[src/rtl/matrix_stream_packer.sv]
// matrix_stream_packer: packs a row-major element stream into an MSB-first matrix vector (PACK_TRANSPOSE_EN stores the transpose)
module matrix_stream_packer #(
   parameter  int ROWS    = 2,
   parameter  int COLS    = 2,
   parameter  int ELEM_W  = 8,
   localparam int MAT_LEN = ROWS * COLS * ELEM_W
) (
   input  logic               clk,
   input  logic               rst,
   input  logic [ELEM_W-1:0]  in_data,
   input  logic               in_valid,
   input  logic               in_sof,
   output logic               in_ready,
   output logic [MAT_LEN-1:0] mat,
   output logic               mat_valid,
   input  logic               mat_ready,
   output logic               frame_err,
   output logic               busy
);
   localparam int RW = (ROWS > 1) ? $clog2(ROWS) : 1;
   localparam int CW = (COLS > 1) ? $clog2(COLS) : 1;
   typedef enum logic {S_FILL, S_FULL} state_t;
   state_t r_state, w_state_nxt;
   logic [RW-1:0] r_row, w_r, w_row_nxt;
   logic [CW-1:0] r_col, w_c, w_col_nxt;
   logic [MAT_LEN-1:0] r_mat;
   logic r_err, r_busy;
   logic w_acc, w_resync, w_col_end, w_last;
   logic [31:0] w_slot;
   assign in_ready  = (r_state == S_FILL);
   assign mat_valid = (r_state == S_FULL);
   assign mat       = r_mat;
   assign frame_err = r_err;
   assign busy      = r_busy;
   // Accept/resync decode, effective position of the incoming element, and next position/state
   always_comb begin
      w_acc       = in_valid & (r_state == S_FILL);
      w_resync    = w_acc & in_sof & ((r_row != '0) | (r_col != '0));
      w_r         = w_resync ? '0 : r_row;
      w_c         = w_resync ? '0 : r_col;
      w_col_end   = (w_c == CW'(COLS - 1));
      w_last      = w_acc & w_col_end & (w_r == RW'(ROWS - 1));
      w_col_nxt   = !w_acc ? r_col : w_col_end ? '0 : w_c + CW'(1);
      w_row_nxt   = !w_acc ? r_row : !w_col_end ? w_r : w_last ? '0 : w_r + RW'(1);
`ifdef PACK_TRANSPOSE_EN
      w_slot      = 32'(w_c) * ROWS + 32'(w_r);
`else
      w_slot      = 32'(w_r) * COLS + 32'(w_c);
`endif
      w_state_nxt = r_state;
      if (r_state == S_FILL && w_last) w_state_nxt = S_FULL;
      if (r_state == S_FULL && mat_ready) w_state_nxt = S_FILL;
   end
   // State, position, error pulse and busy flag
   always_ff @(posedge clk or negedge rst) begin
      if (!rst) begin
         r_state <= S_FILL;
         r_row   <= '0;
         r_col   <= '0;
         r_err   <= 1'b0;
         r_busy  <= 1'b0;
      end else begin
         r_state <= w_state_nxt;
         r_row   <= w_row_nxt;
         r_col   <= w_col_nxt;
         r_err   <= w_resync;
         r_busy  <= w_acc ? !w_last : r_busy;
      end
   end
   // Element write into its byte lane; untouched lanes keep stale data between frames
   always_ff @(posedge clk or negedge rst) begin
      if (!rst) begin
         r_mat <= '0;
      end else begin
         for (int n = 0; n < ROWS * COLS; n++)
            if (w_acc && w_slot == n) r_mat[MAT_LEN-1-n*ELEM_W -: ELEM_W] <= in_data;
      end
   end
endmodule
[config.mk]
export PLATFORM = sky130hd
export DESIGN_NAME = matrix_stream_packer
export DESIGN_NICKNAME = d
export VERILOG_FILES = /design/src/rtl/matrix_stream_packer.sv
export SDC_FILE = /design/constraint.sdc
export NUM_CORES = 1
export LEC_CHECK = 0
export CAP_MARGIN = 20
export CORE_ASPECT_RATIO = 1.5
export CORE_MARGIN = 5
export CORE_UTILIZATION = 25
export DETAILED_ROUTE_END_ITERATION = 10
export SETUP_SLACK_MARGIN = 0.05
export SLEW_MARGIN = 20
export SYNTH_ARGS = -nofsm -noshare
export SYNTH_HDL_FRONTEND = slang
export SYNTH_SLANG_ARGS = --single-unit
[constraint.sdc]
create_clock -name clk -period 1.55 [get_ports clk]
set_input_delay 0.155 -clock clk [delete_from_list [all_inputs] [get_ports clk]]
set_output_delay 0.155 -clock clk [all_outputs]
set_load 0.005 [all_outputs]
Yosys cells after proc, flatten, opt, wreduce, memory -nomap -nowiden
Cells that the tools add are included.
{"block": "op_classes", "div": 0, "n_eq_ne": 3, "reduce_logical": 9, "mul": 0, "bitwise": 7, "order_cmp": 0, "n_addsub": 3, "n_shift": 0, "mux": 7}
{"operator": "32-bit logical NOT", "n": 1}
{"operator": "1-bit two-way mux", "n": 7}
{"operator": "3-bit by 2-bit equality test with 1-bit output (second input constant)", "n": 2}
{"operator": "1-bit logical AND", "n": 6}
{"operator": "1-bit AND", "n": 5}
{"operator": "2-bit by 1-bit adder with 3-bit output", "n": 1}
{"operator": "3-bit by 1-bit equality test with 1-bit output (second input constant)", "n": 1}
{"operator": "1-bit adder (second input constant)", "n": 2}
{"operator": "2-bit nonzero test", "n": 1}
{"operator": "1-bit logical NOT", "n": 1}
{"operator": "1-bit inverter", "n": 1}
{"operator": "1-bit bitwise OR", "n": 1}
{"block": "word_totals", "reg_bits": 37, "inputBits": 13, "mem_bits_rw": 0, "out_inout_bits": 36, "latchBits": 0, "wordCells": 38, "mem_count": 0, "rom_bits": 0}

Longest topological paths before layout
{"block": "logic_depth", "depth_word": 10, "depth_mapped": 6, "depth_no_buf": 5}

Least setup slack after synthesis
No wires, ideal clock.
{"block": "synth_path", "path_type": "flip-flop to flip-flop", "startpoint": "register r_state, in the netlist mat_valid", "endpoint": "register r_mat[10], in the netlist mat[10]", "path_stages_with_launch": 6, "arrival_time_ns": 1.534, "setup_ns": 0.125, "slack_ns": -0.109, "period_less_slack_ns": 1.659, "cell_sequence": "dfrtp_1 -> and2b_4 -> a21oi_1 -> ha_1 -> nand3b_4 -> mux2_4"}
{"block": "synth_between", "elab_chain_len": 8, "elab_cells_between_ends": 9}
{"element": "start: declaration", "line_no": "23", "source": "state_t r_state, w_state_nxt;"}
{"element": "start signal: assignment", "line_no": "63", "source": "r_state <= w_state_nxt;"}
{"element": "1-bit inverter (*)", "line_no": "37", "source": "w_acc = in_valid & (r_state == S_FILL);"}
{"element": "1-bit AND (*)", "line_no": "37"}
{"element": "1-bit AND (2 in series)", "line_no": "38", "source": "w_resync = w_acc & in_sof & ((r_row != '0) | (r_col != '0));"}
{"element": "1-bit two-way mux, on equally long branches", "line_no": "40, 39"}
{"element": "2-bit by 1-bit adder with 3-bit output", "line_no": "48", "source": "w_slot = 32'(w_r) * COLS + 32'(w_c);"}
{"element": "3-bit by 2-bit equality test with 1-bit output", "line_no": "76", "source": "if (w_acc && w_slot == n) r_mat[MAT_LEN-1-n*ELEM_W -: ELEM_W] <= in_data;"}
{"element": "1-bit logical AND (*)", "line_no": "76"}
{"element": "end signal: indexed assignment", "line_no": "76"}
{"element": "end: declaration", "line_no": "26", "source": "logic [MAT_LEN-1:0] r_mat;"}
Every way passes the cells marked *; elsewhere a longest branch is shown, timed or not.
A chain may end at the register's enable or synchronous reset.

Worst setup path after layout
{"block": "layout_path", "startpoint": "register r_state, in the netlist mat_valid", "endpoint": "register r_mat[9], in the netlist mat[9]"}
The elaborated chain is that of the path after synthesis.

==> impl_metrics.json <==
{
  "drt_pass1_iterations": 4,
  "dp_hpwl_mm": 3.04,
  "grt_pass1_wl_mm": 6.71,
  "dieArea_um2": 8390,
  "post-route-period-util_pct": 111,
  "num_rows": 36,
  "cts_max_level": 2,
  "cts_sinks": 37,
  "avgViaCountPerCell": 4.30,
  "track_usage_pct": 10.1,
  "slew_headroom_pct": 78.7,
  "antenna_found_initial": 0,
  "clockBufferDepth": 2,
  "clkTransAtPathRegs_ns": 0.07,
  "critPathLaunch": "mat_valid",
  "yosysSeqAreaShare_pct": 55.8,
  "maxCapViolCount": 0,
  "coreArea_um2": 6490,
  "die_w_um": 76.5,
  "critPathMaxFanout": 8,
  "clock_latency_ns": 0.28,
  "max-vdd-ir-drop_uv": 945,
  "synth_edf_count": 0,
  "detail_route.drc_violations": 0,
  "hold_class": "input pin to async pin",
  "layout.area.seq_um2": 927,
  "fin_worst_skew_ns": 0.00520,
  "worst_pin_slew_ns": 0.319,
  "cts_root_buf": "clkbuf_8",
  "synthCells": 94,
  "yosys-top-cells-count": "dfrtp_1 (37), mux2_4 (33), ha_1 (4), nand3b_4 (4)",
  "synth_top_area_cell": "dfrtp_1",
  "cts_tree": "built",
  "synthArstFlopShare_pct": 100,
  "grt_pass1_vias": 1274,
  "setup_ws_ns": -0.168,
  "drtIter0Drc": 16,
  "hold_viol": 0,
  "violations": "negative setup slack",
  "io_pins": 49,
  "critPathArrivalTime_ns": 1.89,
  "routed-via-count": 1019,
  "synth_seq_cells": 37,
  "io_buffers": 48,
  "placed_cell_area_um2": 2290,
  "timing.rr.start": "mat_valid",
  "ys_top_cells_by_area": "dfrtp_1 (56%), mux2_4 (30%), nand3b_4 (4.8%), ha_1 (3.0%), mux2i_1 (1.2%)",
  "startpoint_type": "flip-flop",
  "maxSlewViolCount": 0,
  "placedCellCount": 225,
  "avgRoutedWirePerCell_um": 17.1,
  "synth-main-ff-cell": "dfrtp_1",
  "power_density_nw_per_um2": 2010,
  "leakagePower_nw": 1.22,
  "grt_max_degree": 15,
  "final_area_um2": 2490,
  "n_fill_cell": 650,
  "synth_area_um2": 1660,
  "start_util_pct": 25.6,
  "final_cells": 237,
  "rsz0062_at_grt": "yes",
  "yosysMostFrequentCell": "dfrtp_1",
  "place_congestion": 0.707,
  "final_antenna_net_count": 0,
  "syn_area_per_cell_um2": 17.6,
  "finalNetCount": 177,
  "drive_gt1_share_pct": 41.0,
  "grt.overflow.total": 0,
  "fin_crit_ns": 1.72,
  "synth_top_area_share_pct": 55.8,
  "run_status": "finished, violations left",
  "ys_warn_count": 0,
  "setup_viol": 32,
  "syn2layout_area_growth_pct": 50.0,
  "fmaxAchievable_mhz": 582,
  "synth_fp_nets": 111,
  "synth.distinct_cells": 16,
  "worstPathRequired_ns": 1.72,
  "multi_input_area_um2": 772,
  "path_class": "flip-flop to flip-flop",
  "diodes": 0,
  "cts_buffers": 5,
  "die_h_um": 110,
  "cp-end-kind": "flip-flop",
  "routed_wl_mm": 4.06
}
## through the flow
step                      power [W]  hold WS [ns]  utilization, %  setup WS (ns)  TNS [ns]
after floorplan             0.00283        -0.141               -        -0.0175    -0.407
after global placement      0.00400        0.0569            35.4         -0.277     -8.13
after detailed placement    0.00410        0.0719            35.4         -0.398    -11.64
after CTS                   0.00501         0.288            37.7         -0.185     -4.60
after global routing        0.00529         0.327            38.3         -0.274     -7.70
final                       0.00500         0.291            38.3         -0.168     -4.43
## path summary, 6_finish.rpt
path	endpoint	slack (ns)	cells past startpoint
worst min-delay path	mat[15]	0.29	2
worst max-delay path	mat[9]	-0.17	5
min in group clk	mat_valid	0.43	2
worst min register to register	mat[8]	0.51	1
worst max register to register	mat[9]	-0.17	5
max in group asynchronous	mat_valid	0.76	3
## logic make-up (layout without fill, tap and decap cells)
group | Yosys count | after routing | synth area share, %
mux | 35 | 35 | 31.1
simple gates | 13 | 13 | 8.08
flops | 37 | 37 | 55.8
compound gates | 2 | 2 | 0.830
fa+ha+maj | 4 | 4 | 3.02
buf+inv | 3 | 70 | 1.13
## metal layers
layer | part of all wire, % | wire length, um | vias up | global-route usage, %
met5 | 0 | 0 | - | 0
met4 | 1.8 | 74 | 0 | 3.62
met3 | 7.3 | 298 | 8 | 3.61
met2 | 53 | 2170 | 39 | 18.4
met1 | 37 | 1520 | 506 | 10.8
li1 | - | - | 466 | -
## cell usage in the layout (no fill, tap or decap)
| cell | netlist | routed |
|---|---|---|
| nand2b_1 | 1 | 1 |
| buf_2 | 0 | 1 |
| dlygate4sd3_1 | 0 | 1 |
| nor2_1 | 2 | 2 |
| and2_4 | 0 | 1 |
| mux2i_1 | 2 | 2 |
| o22a_1 | 1 | 1 |
| clkbuf_1 | 0 | 1 |
| dlygate4sd2_1 | 0 | 1 |
| mux2_4 | 33 | 33 |
| dfrtp_1 | 37 | 36 |
| ha_2 | 0 | 1 |
| nand3b_1 | 1 | 1 |
| dfrtp_2 | 0 | 1 |
| nand4b_1 | 1 | 1 |
| a21oi_4 | 0 | 1 |
| nand3b_4 | 4 | 4 |
| nand2_2 | 0 | 2 |
| bufinv_16 | 0 | 1 |
| inv_1 | 2 | 2 |
| and2b_4 | 1 | 1 |
| clkdlybuf4s50_1 | 0 | 45 |
| ha_4 | 0 | 3 |
| clkbuf_8 | 0 | 6 |
| buf_4 | 0 | 11 |
| dlymetal6s2s_1 | 0 | 1 |
## flip-flops by register name, indices dropped and copies added (netlist names)
name and cells:
r_col 1, mat 32, busy 1, frame_err 1, mat_valid 1, r_row 1
## critical path, stage by stage (launching register included)
cell	delay [ns]
dfrtp_2	0.42
nand3b_1	0.26
nand2_2	0.18
ha_4	0.16
nand3b_4	0.22
mux2_4	0.36
## power breakdown
group / switching, W / leakage (nW) / internal (W)
Sequential: 0.000312 / 0.437 / 0.00144
Clock: 0.000336 / 0.0585 / 0.000525
Combinational: 0.000713 / 0.722 / 0.00167
## timing repair
item                                    in CTS  in global routing
endpoints found under the setup margin      33                 33
pin swaps                                    0                  2
hold buffers                                 1                  0
gates resized for setup                      2                  6
endpoints found under the hold margin       12                  0
buffers inserted                             2                  1
## cell type report
type	instances	share of cell area [%]
Inverter	2	0.302
Timing Repair Buffer	60	22.9
Clock inverter	1	1.21
Sequential cell	37	37.3
Tap cell	76	3.82
Clock buffer	7	3.47
Multi-Input combinational cell	54	31.0
(Power assumes the default switching activity.)
